`src/rtl/norm2_host.sv`:
```
// Host-side loader/driver for the norm2 sum-of-squares kernel: streams samples
// into the kernel array, fires it, and returns the 64-bit result over valid/ready.
module norm2_host #(
    parameter int DEPTH = 1000,
    parameter int AW    = 10,
    parameter int DW    = 27,
    parameter int RW    = 64
) (
    input  logic          clk,
    input  logic          rst_n,
    input  logic          start,
    input  logic [AW-1:0] n,
    input  logic          s_valid,
    output logic          s_ready,
    input  logic [DW-1:0] s_data,
    output logic          busy,
    output logic          res_valid,
    input  logic          res_ready,
    output logic [RW-1:0] res_data,
    output logic          controlArr,
    output logic          controlArrWEnable_a,
    output logic [AW-1:0] controlArrAddr_a,
    output logic [DW-1:0] controlArrWData_a,
    output logic          r_enable,
    output logic [63:0]   init_i,
    output logic [63:0]   init_acc,
    input  logic          w_enable,
    input  logic [RW-1:0] result
);

    typedef enum logic [2:0] {IDLE, LOAD, FIRE, WAIT, DONE} state_t;

    localparam logic [AW-1:0] DEPTH_C = AW'(DEPTH);
    localparam logic [AW-1:0] ONE     = AW'(1);

    state_t        state;
    logic [AW-1:0] cnt;
    logic [AW-1:0] addr_cnt;

    assign init_i   = '0;
    assign init_acc = '0;

    always_ff @(posedge clk or negedge rst_n) begin
        if (!rst_n) begin
            state               <= IDLE;
            cnt                 <= '0;
            addr_cnt            <= '0;
            s_ready             <= 1'b0;
            busy                <= 1'b0;
            res_valid           <= 1'b0;
            res_data            <= '0;
            controlArr          <= 1'b1;
            controlArrWEnable_a <= 1'b0;
            controlArrAddr_a    <= '0;
            controlArrWData_a   <= '0;
            r_enable            <= 1'b0;
        end else begin
            controlArrWEnable_a <= 1'b0;
            r_enable            <= 1'b0;
            case (state)
                IDLE: begin
                    if (start) begin
                        busy     <= 1'b1;
                        addr_cnt <= '0;
                        cnt      <= (n > DEPTH_C) ? DEPTH_C : n;
                        if (n == '0) begin
                            state      <= FIRE;
                            r_enable   <= 1'b1;
                            controlArr <= 1'b0;
                        end else begin
                            state   <= LOAD;
                            s_ready <= 1'b1;
                        end
                    end
                end
                LOAD: begin
                    // s_ready low inside LOAD marks the cycle the final write is on the bus
                    if (!s_ready) begin
                        state      <= FIRE;
                        r_enable   <= 1'b1;
                        controlArr <= 1'b0;
                    end else if (s_valid) begin
                        controlArrWEnable_a <= 1'b1;
                        controlArrAddr_a    <= addr_cnt;
                        controlArrWData_a   <= s_data;
                        addr_cnt            <= addr_cnt + ONE;
                        if (addr_cnt == cnt - ONE)
                            s_ready <= 1'b0;
                    end
                end
                FIRE: state <= WAIT;
                WAIT: begin
                    if (w_enable) begin
                        res_data  <= result;
                        res_valid <= 1'b1;
                        state     <= DONE;
                    end
                end
                DONE: begin
                    if (res_ready) begin
                        res_valid  <= 1'b0;
                        busy       <= 1'b0;
                        controlArr <= 1'b1;
                        state      <= IDLE;
                    end
                end
                default: state <= IDLE;
            endcase
        end
    end

endmodule

```
`config.mk`:
```
export PLATFORM = sky130hd
export DESIGN_NAME = norm2_host
export DESIGN_NICKNAME = d
export VERILOG_FILES = /design/src/rtl/norm2_host.sv
export SDC_FILE = /design/constraint.sdc
export NUM_CORES = 1
export LEC_CHECK = 0
export ABC_AREA = 1
export BUFFER_PORTS_ARGS = -buffer_cell sky130_fd_sc_hd__buf_2
export CAP_MARGIN = 20
export CELL_PAD_IN_SITES_DETAIL_PLACEMENT = 0
export CELL_PAD_IN_SITES_GLOBAL_PLACEMENT = 1
export CORE_MARGIN = 1.5
export CORE_UTILIZATION = 28
export CTS_BUF_LIST = sky130_fd_sc_hd__clkbuf_8
export DETAILED_ROUTE_END_ITERATION = 16
export PLACE_DENSITY_LB_ADDON = 0.1
export SETUP_SLACK_MARGIN = 0.15
export SLEW_MARGIN = 20
export SYNTH_ARGS = -nofsm -noshare
export SYNTH_HDL_FRONTEND = slang
export SYNTH_SLANG_ARGS = --single-unit
```
`constraint.sdc`:
```
create_clock -name clk -period 4.45 [get_ports clk]
set_input_delay 0.6675 -clock clk [delete_from_list [all_inputs] [get_ports clk]]
set_output_delay 0.6675 -clock clk [all_outputs]
set_load 0.02 [all_outputs]
```
== Word-level counts from Yosys, hierarchy flattened ==
Cells that the tools add are included.
Operators by class
  multiplexer cells: 34
  order comparisons: 1
  eq/ne operators: 13
  add/sub/neg operators: 2
  reduce and logical (&&, ||, !) cells: 15
Operator list (number)
  10-bit 2-to-1 mux: 4
  10-bit case mux with 2 select lines: 1
  1-bit 2-to-1 mux: 18
  2-bit != test (second input constant): 8
  3-bit case mux with 5 select lines: 1
  3-bit 2-to-1 mux: 4
  3-bit AND reduction: 4
  10-bit by 1-bit adder with 10-bit output (second input constant): 1
  10-bit == test: 1
  10-bit greater-than comparator (second input constant): 1
  10-bit zero test: 1
  10-bit by 1-bit subtractor with 10-bit output (second input constant): 1
  1-bit case mux with 2 select lines: 4
  4-bit AND reduction: 2
  3-bit by 2-bit == test with 1-bit output (second input constant): 2
  2-bit nonzero test: 3
  5-bit AND reduction: 1
  2-bit AND reduction: 2
  3-bit by 1-bit == test with 1-bit output (second input constant): 1
  3-bit == test (second input constant): 1
  3-bit zero test: 1
  1-bit case mux with 3 select lines: 1
  3-bit nonzero test: 1
  2-bit 2-to-1 mux: 1
Word-level totals
  word-level logic and storage cells: 77
  output and inout bits: 235
  register bits: 130
  input bits: 107

== Depth between registers and ports, before layout ==
Gate-level depths: netlist of the first run.
  depth in word-level cells: 6
  depth in mapped cells: 12
  depth with buffers taken out: 12

== Least setup slack after synthesis of the first run ==
Ideal clock, no wire load.
  kind: input to register
  start point: in start
  end point: reg controlArrAddr_a[0]
  buffers on the path: 1
  setup slack: 2.824 ns
  library setup time: 0.119 ns
  data required time: 4.331 ns
  arrival: 1.508 ns
  stages on the path: 8
  cells stage by stage: inv_1 > nand3_1 > nand2_2 > nor2_8 > nand2_8 > inv_2 > buf_6 > o21a_1
RTL lines
  start: declaration: line 11  | input logic start,
  end signal: assignment: line 84  | controlArrAddr_a <= addr_cnt;
  end: declaration: line 22  | output logic [AW-1:0] controlArrAddr_a,

== Final worst setup path of the first run ==
  start point: reg state[2]
  end point: reg controlArrAddr_a[0]
Between the ends
  longest elaborated chain between the ends: 2
Ends and longest elaborated chain
  start: declaration: line 36  | state_t state;
  start signal: assignment: line 45  | state <= IDLE;
  start signal: assignment: line 67  | state <= FIRE;
  start signal: assignment: line 71  | state <= LOAD;
  3-bit by 1-bit == test with 1-bit output: line 60  | case (state)
  3-bit AND reduction (no source line)
Every way passes these cells.
A chain may end at the register's enable or synchronous reset.

==> results of run 1 <==
## routing by layer
layer / routed length (um) / vias to the layer above
met5: 0 / -
met4: 211 / 0
met3: 1179 / 10
met2: 8003 / 218
met1: 7560 / 2232
li1: - / 2375
## state kept, by name, indices dropped and copies added (netlist names)
| signal | cells |
|---|---|
| res_data | 64 |
| s_ready | 1 |
| r_enable | 1 |
| busy | 1 |
| cnt | 10 |
| state | 3 |
| controlArr | 1 |
| res_valid | 1 |
| controlArrWData_a | 27 |
| addr_cnt | 10 |
| controlArrWEnable_a | 1 |
| controlArrAddr_a | 10 |
## stage by stage
stage | hold slack (ns) | cells | util, %
floorplan | 0.3719 | 812 | -
global placement | 0.4581 | 1197 | 32.79
detailed placement | 0.4582 | 1197 | 32.79
CTS | 0.2312 | 1229 | 34.66
global route | 0.2372 | 1230 | 34.67
finish | 0.2323 | 1230 | 34.67
## synthesized netlist by cell type (2+ instances only)
master	number
ha_1	2
a31oi_1	2
nor2_8	2
xor2_1	2
o21ai_1	14
mux2_1	11
nand3_1	23
nor2_1	33
buf_4	130
o21ai_0	19
buf_2	12
xnor2_1	3
mux2_2	53
inv_1	37
dfrtp_1	129
nor3_1	8
a21oi_1	3
nand4_1	7
inv_2	3
nand2_1	178
nand2_2	3
## final timing paths
check                           slack [ns]  cells after the start                          endpoint                        startpoint
worst max-delay path                  2.13                      7   controlArrAddr_a[0]$_DFFE_PN0P_              state[2]$_DFFE_PN0P_
worst min-delay path                  0.23                      1          res_data[31]$_DFFE_PN0P_                             rst_n
worst max register to register        2.13                      7   controlArrAddr_a[0]$_DFFE_PN0P_              state[2]$_DFFE_PN0P_
worst min register to register        0.48                      2  controlArrWData_a[9]$_DFFE_PN0P_  controlArrWData_a[9]$_DFFE_PN0P_
max in group asynchronous             3.27                      2            controlArr$_DFFE_PN1P_                             rst_n
min in group clk                      0.42                      3  controlArrWData_a[7]$_DFFE_PN0P_                         s_data[7]
## power by group
| part | internal (mW) | total (mW) | switching, mW |
|---|---|---|---|
| logic | 0.905 | 2.60 | 1.69 |
| registers | 1.72 | 2.01 | 0.282 |
| clock network | 0.580 | 1.11 | 0.530 |
## worst max-delay path, cell delays in order (launching register included)
cell	delay, ns
dfrtp_1	0.42
nor2_1	0.24
o21ai_1	0.22
nor2_8	0.31
nand2_8	0.24
inv_2	0.48
nand2_1	0.13
o21a_1	0.13
## placed cells by master (no fill, tap or decap), types with 3 or more instances in the layout
| cell type | netlist | final |
|---|---|---|
| o21ai_0 | 19 | 19 |
| a21oi_1 | 3 | 3 |
| mux2_2 | 53 | 53 |
| buf_4 | 130 | 3 |
| inv_6 | 0 | 4 |
| nand2_1 | 178 | 177 |
| nand2_2 | 3 | 4 |
| xnor2_1 | 3 | 3 |
| bufinv_16 | 0 | 3 |
| clkbuf_8 | 0 | 18 |
| nand3_1 | 23 | 23 |
| inv_2 | 3 | 3 |
| nand4_1 | 7 | 7 |
| dfrtp_1 | 129 | 129 |
| buf_2 | 12 | 212 |
| conb_1 | 1 | 128 |
| mux2_1 | 11 | 11 |
| inv_1 | 37 | 38 |
| nor3_1 | 8 | 8 |
| o21ai_1 | 14 | 14 |
| nor2_1 | 33 | 33 |
## layout make-up
cell class	count	area (sq um)	share of cell area [%]
clock inverter	14	177.7	2.250
tap	313	391.6	4.960
inverter	40	150.1	1.901
timing repair buffer	216	1095	13.86
clock buffer	18	247.7	3.137
sequential	130	3254	41.21
antenna	1	2.502	0.03169
multi-input combinational	498	2577	32.64
## cells by family (layout without fill, tap and decap cells)
| logic type | after synthesis | in the layout | share of synthesized area (%) |
|---|---|---|---|
| adder cells (fa/ha/maj) | 2 | 2 | 0.3818 |
| multiplexers | 64 | 64 | 11.00 |
| flip-flops | 130 | 130 | 49.66 |
| buffers and inverters | 184 | 288 | 18.33 |
| AND/OR/NAND/NOR | 258 | 258 | 16.63 |
| other | 1 | 129 | 0.05722 |
| XOR/XNOR | 5 | 5 | 0.6683 |
| AO/OA/AOI/OAI | 41 | 41 | 3.284 |
==> run metrics, run 1 <==
gpl congestion=about 0.74; area share of the largest cell type after synthesis=49.26%; GRT overflow=0; Mapped Cells=685; unrepaired setup endpoints after global routing=no; WP data arrival=2.65 ns; die width=approximately 160 um; synthesized flop and latch total=130; GRT met1 Usage=18.26%; die height=around 160 um; Crit path required time=approximately 4.8 ns; max-cap viol count=0; Root Driver=clkbuf_8; final net count=1012; hold_buf cts=0; Total Power=around 5.7 mW; full die area=0.02433 sq mm; average wire per standard cell=~14 um; gr usage total=13.85%; worst slack, placed=about 1.9 ns; largest cells by area after synthesis=dfrtp_1, buf_4, nand2_1; Tightest Pin Transition=about 0.65 ns; vias in the first global route=4495; post-CTS setup buffer count=0; final period utilization=52.15%; cell taking the most area after synthesis=dfrtp_1; Reg clk slew, reported paths=approximately 0.090 ns; Fillers=between 2k and 2.5k; met2 Resource Use GR=roughly 22%; fraction of layout cells with a size suffix above 1=between 30% and 40%; Hold Path Class=in -> async; DRC=0; first-pass GRT wire length=25590 um; Initial Util=between 20% and 30%; ys flop type=dfrtp_1; DRT Pass-1 Iters=4; Area Growth Syn to Fin=20.48%; Detailed Route WL=about 17000 um; H-tree Lvls=4; EDFF count, synth=0; CTS resizes=0; synthesized area per cell=~9.6 sq um; antenna violations before repair=2; outcome=finished, final reports clean; grt met3 use=roughly 3.4%; largest net degree at the start of global routing=between 60 and 70; setup clock skew after layout=about 0.017 ns; Mapped Area=0.006554 sq mm; Clock Path Buffers=2; Final TNS setup=0 ns; final setup fails=0; 1st-iter DRT viols=approximately 240; Core Area=between 0.02 and 0.025 sq mm; CP startpoint kind=register; vias per cell=3.931; Slew Limit Fails=0; fin area=roughly 0.0079 sq mm; Ys Warns=0; Worst-Skew Late Latency=about 0.44 ns; I/O Pins=approximately 340; final setup margin=between 2 and 2.5 ns; DP HPWL=between 10000 and 15000 um; Final Hold Vio Count=0; Pwr Density=slightly above 700 mW/mm^2; Top Usage Layer GRT=met2; crit end category=register; share of synthesized registers carrying an async set or reset=100.0%; leakage=4.207 nW; sequential element share of the synthesized area=around 50%; min Tclk post-route=2.321 ns; DRT antenna net count=0; DR vias=4835; Port Buffer Count=roughly 210; f_max=~0.43 GHz; Worst Path Max Fanout=46; placed inst area=0.007468 sq mm; clock sinks=130; CTS buffer count=17; CTS tree=yes; std cell rows=55; Max-slew headroom=around 57%; Peak VDD IR=slightly above 200 uV; post-synthesis cell type count=32; critical path class=reg -> reg
Note: power is estimated with default switching activity, not from simulation.
==> run 2: changes to the inputs <==
clock period = 2.26 ns   (was 4.45 ns; I/O delays follow)
==> run 2 against run 1 <==
Effect of this change: combinational power up 100%; hold slack got worse by 0.14 ns; via count rose by 0.68%; sequential power up 96%; critical path type unchanged.
==> run metrics, run 2 (synthesized netlist as in run 1, its figures left out) <==
Detailed Route WL=approximately 17000 um; max-cap viol count=0; Final Instance Count excl. Fillers=1239; Internal=6.155 mW; f_max=roughly 0.54 GHz; Initial Util=approximately 29%; final setup fails=0; gpl congestion=approximately 0.71; largest registers=res_data: 64 flops, controlArrWData_a: 27 flops; H-tree Lvls=4; unrepaired setup endpoints after global routing=no; min Tclk post-route=about 1.9 ns; placed insts=1205; placed inst area=around 0.0076 sq mm; clock share of power=approximately 17%; CP cell instances=nor2_1 -> nand3_1 -> nand2_2 -> nor2_8 -> nand2_8 -> buf_4 -> nand2_1 -> o21ai_1; DR vias=~4.9k; Core Area=0.02278 sq mm; WP data arrival=2.21 ns; critical path class=reg -> reg; Peak VDD IR=between 400 and 500 uV; CTS buffer count=17; CP max stage delay=0.41 ns; commonest non-fill, non-tap cell in the layout=buf_2; hold path depth=3; DP HPWL=~13000 um; final net count=between 1k and 1.5k; Crit path required time=between 2 and 3 ns; DRT Pass-1 Iters=6; P_sw=between 4 and 5 mW; std cell rows=55; Hold Path Class=in -> reg; Reg clk slew, reported paths=roughly 0.08 ns; DRC=0; setup clock skew after layout=0.007324 ns; max reg flops=64; Root Driver=clkbuf_8; Worst path slowest cell=buf_4; switching fraction of total power=44.25%; GRT overflow=0; Worst Path Max Fanout=45; average wire per standard cell=between 10 and 15 um; vias per cell=just under 4; full die area=~0.024 sq mm; WL met3=between 1000 and 1500 um; worst slack, placed=a little over 0.4 ns; fraction of layout cells with a size suffix above 1=~35%; Area Growth Syn to Fin=21.27%; crit end category=register; Slew Limit Fails=0; Fillers=approximately 2.4k; Worst-Skew Late Latency=~0.43 ns; vias in the first global route=4632; antenna violations before repair=1; Final TNS setup=0 ns; Final Hold Vio Count=0; highest routed layer=met4; die width=approximately 160 um; DRT antenna net count=0; largest net degree at the start of global routing=50; gr usage total=a little over an eighth; CTS resizes=0; CP startpoint kind=register; fin area=0.007948 sq mm; final setup margin=just over 0.4 ns; Pwr Density=~1400 mW/mm^2; Worst R2R Path Depth=8; outcome=finished, final reports clean; final period utilization=approximately four fifths; Top reg by flops=res_data; clock sinks=130; commonest non-fill, non-tap cells in the layout=buf_2, nand2_1, dfrtp_1; 1st-iter DRT viols=between 200 and 250; Port Buffer Count=213; Logic pwr share=a little under half; R2R Setup Slk=0.41 ns; met1 wire length=approximately 7500 um; CTS tree=yes; Clock Path Buffers=2; wire length on met2=between 7000 and 8000 um; first-pass GRT wire length=25520 um; sequential fraction of design power=35.7%; I/O Pins=342; die height=around 160 um; leakage=about 4.2 nW
## run 2: worst paths after layout
| path | startpoint | endpoint |
|---|---|---|
| max in group asynchronous | rst_n | addr_cnt[4]$_DFFE_PN0P_ |
| min reg2reg | controlArrWData_a[13]$_DFFE_PN0P_ | controlArrWData_a[13]$_DFFE_PN0P_ |
| max | state[1]$_DFFE_PN0P_ | controlArrAddr_a[9]$_DFFE_PN0P_ |
| min | s_data[7] | controlArrWData_a[7]$_DFFE_PN0P_ |
| min in group asynchronous | rst_n | res_data[33]$_DFFE_PN0P_ |
| max reg2reg | state[1]$_DFFE_PN0P_ | controlArrAddr_a[9]$_DFFE_PN0P_ |
## run 2: critical path, delay by kind of cell, from the launching register on
family / cells / cell delay, ns
buffers and inverters: 1 / 0.41
AO/OA/AOI/OAI: 1 / 0.09
flip-flops: 1 / 0.40
AND/OR/NAND/NOR: 6 / 0.86
## run 2: per-stage QoR
| stage | hold WS, ns | utilization [%] | power [mW] |
|---|---|---|---|
| after floorplan | 0.04341 | - | 7.638 |
| after global placement | 0.2775 | 33.22 | 9.314 |
| after detailed placement | 0.2737 | 33.22 | 9.315 |
| after CTS | 0.04753 | 34.88 | 11.26 |
| after global routing | 0.05600 | 34.89 | 11.93 |
| final | 0.09124 | 34.89 | 11.04 |
## run 2: power groups by stage
stage          Combinational [mW]  Sequential [mW]  Clock [mW]
2_1_floorplan                2.51             5.12           0
4_1_cts                      5.33             3.95        1.97
3_5_place_dp                 5.32             4.00           0
5_1_grt                      5.76             4.10        2.07
3_3_place_gp                 5.32             4.00           0
6_report                     5.23             3.94        1.87
## run 2: area by class of cell
class | instances | area [sq um] | share of cell area, %
Sequential cell | 130 | 3254 | 40.95
Clock inverter | 15 | 135.1 | 1.700
Tap cell | 313 | 391.6 | 4.928
Antenna cell | 1 | 2.502 | 0.03149
Clock buffer | 17 | 234.0 | 2.944
Multi-Input combinational cell | 498 | 2577 | 32.43
Timing Repair Buffer | 225 | 1202 | 15.13
Inverter | 40 | 150.1 | 1.889
## run 2: layer usage
metal / GRT usage, % / vias up
li1: - / 2396
met1: 17.76 / 2243
met2: 22.39 / 216
met3: 3.389 / 13
met4: 4.626 / 0
met5: 0 / -
## run 2: timing repair
action                                  CTS  global route
buffers inserted                          0             0
hold buffers                              1             0
endpoints found under the setup margin    0             0
endpoints found under the hold margin    36             0
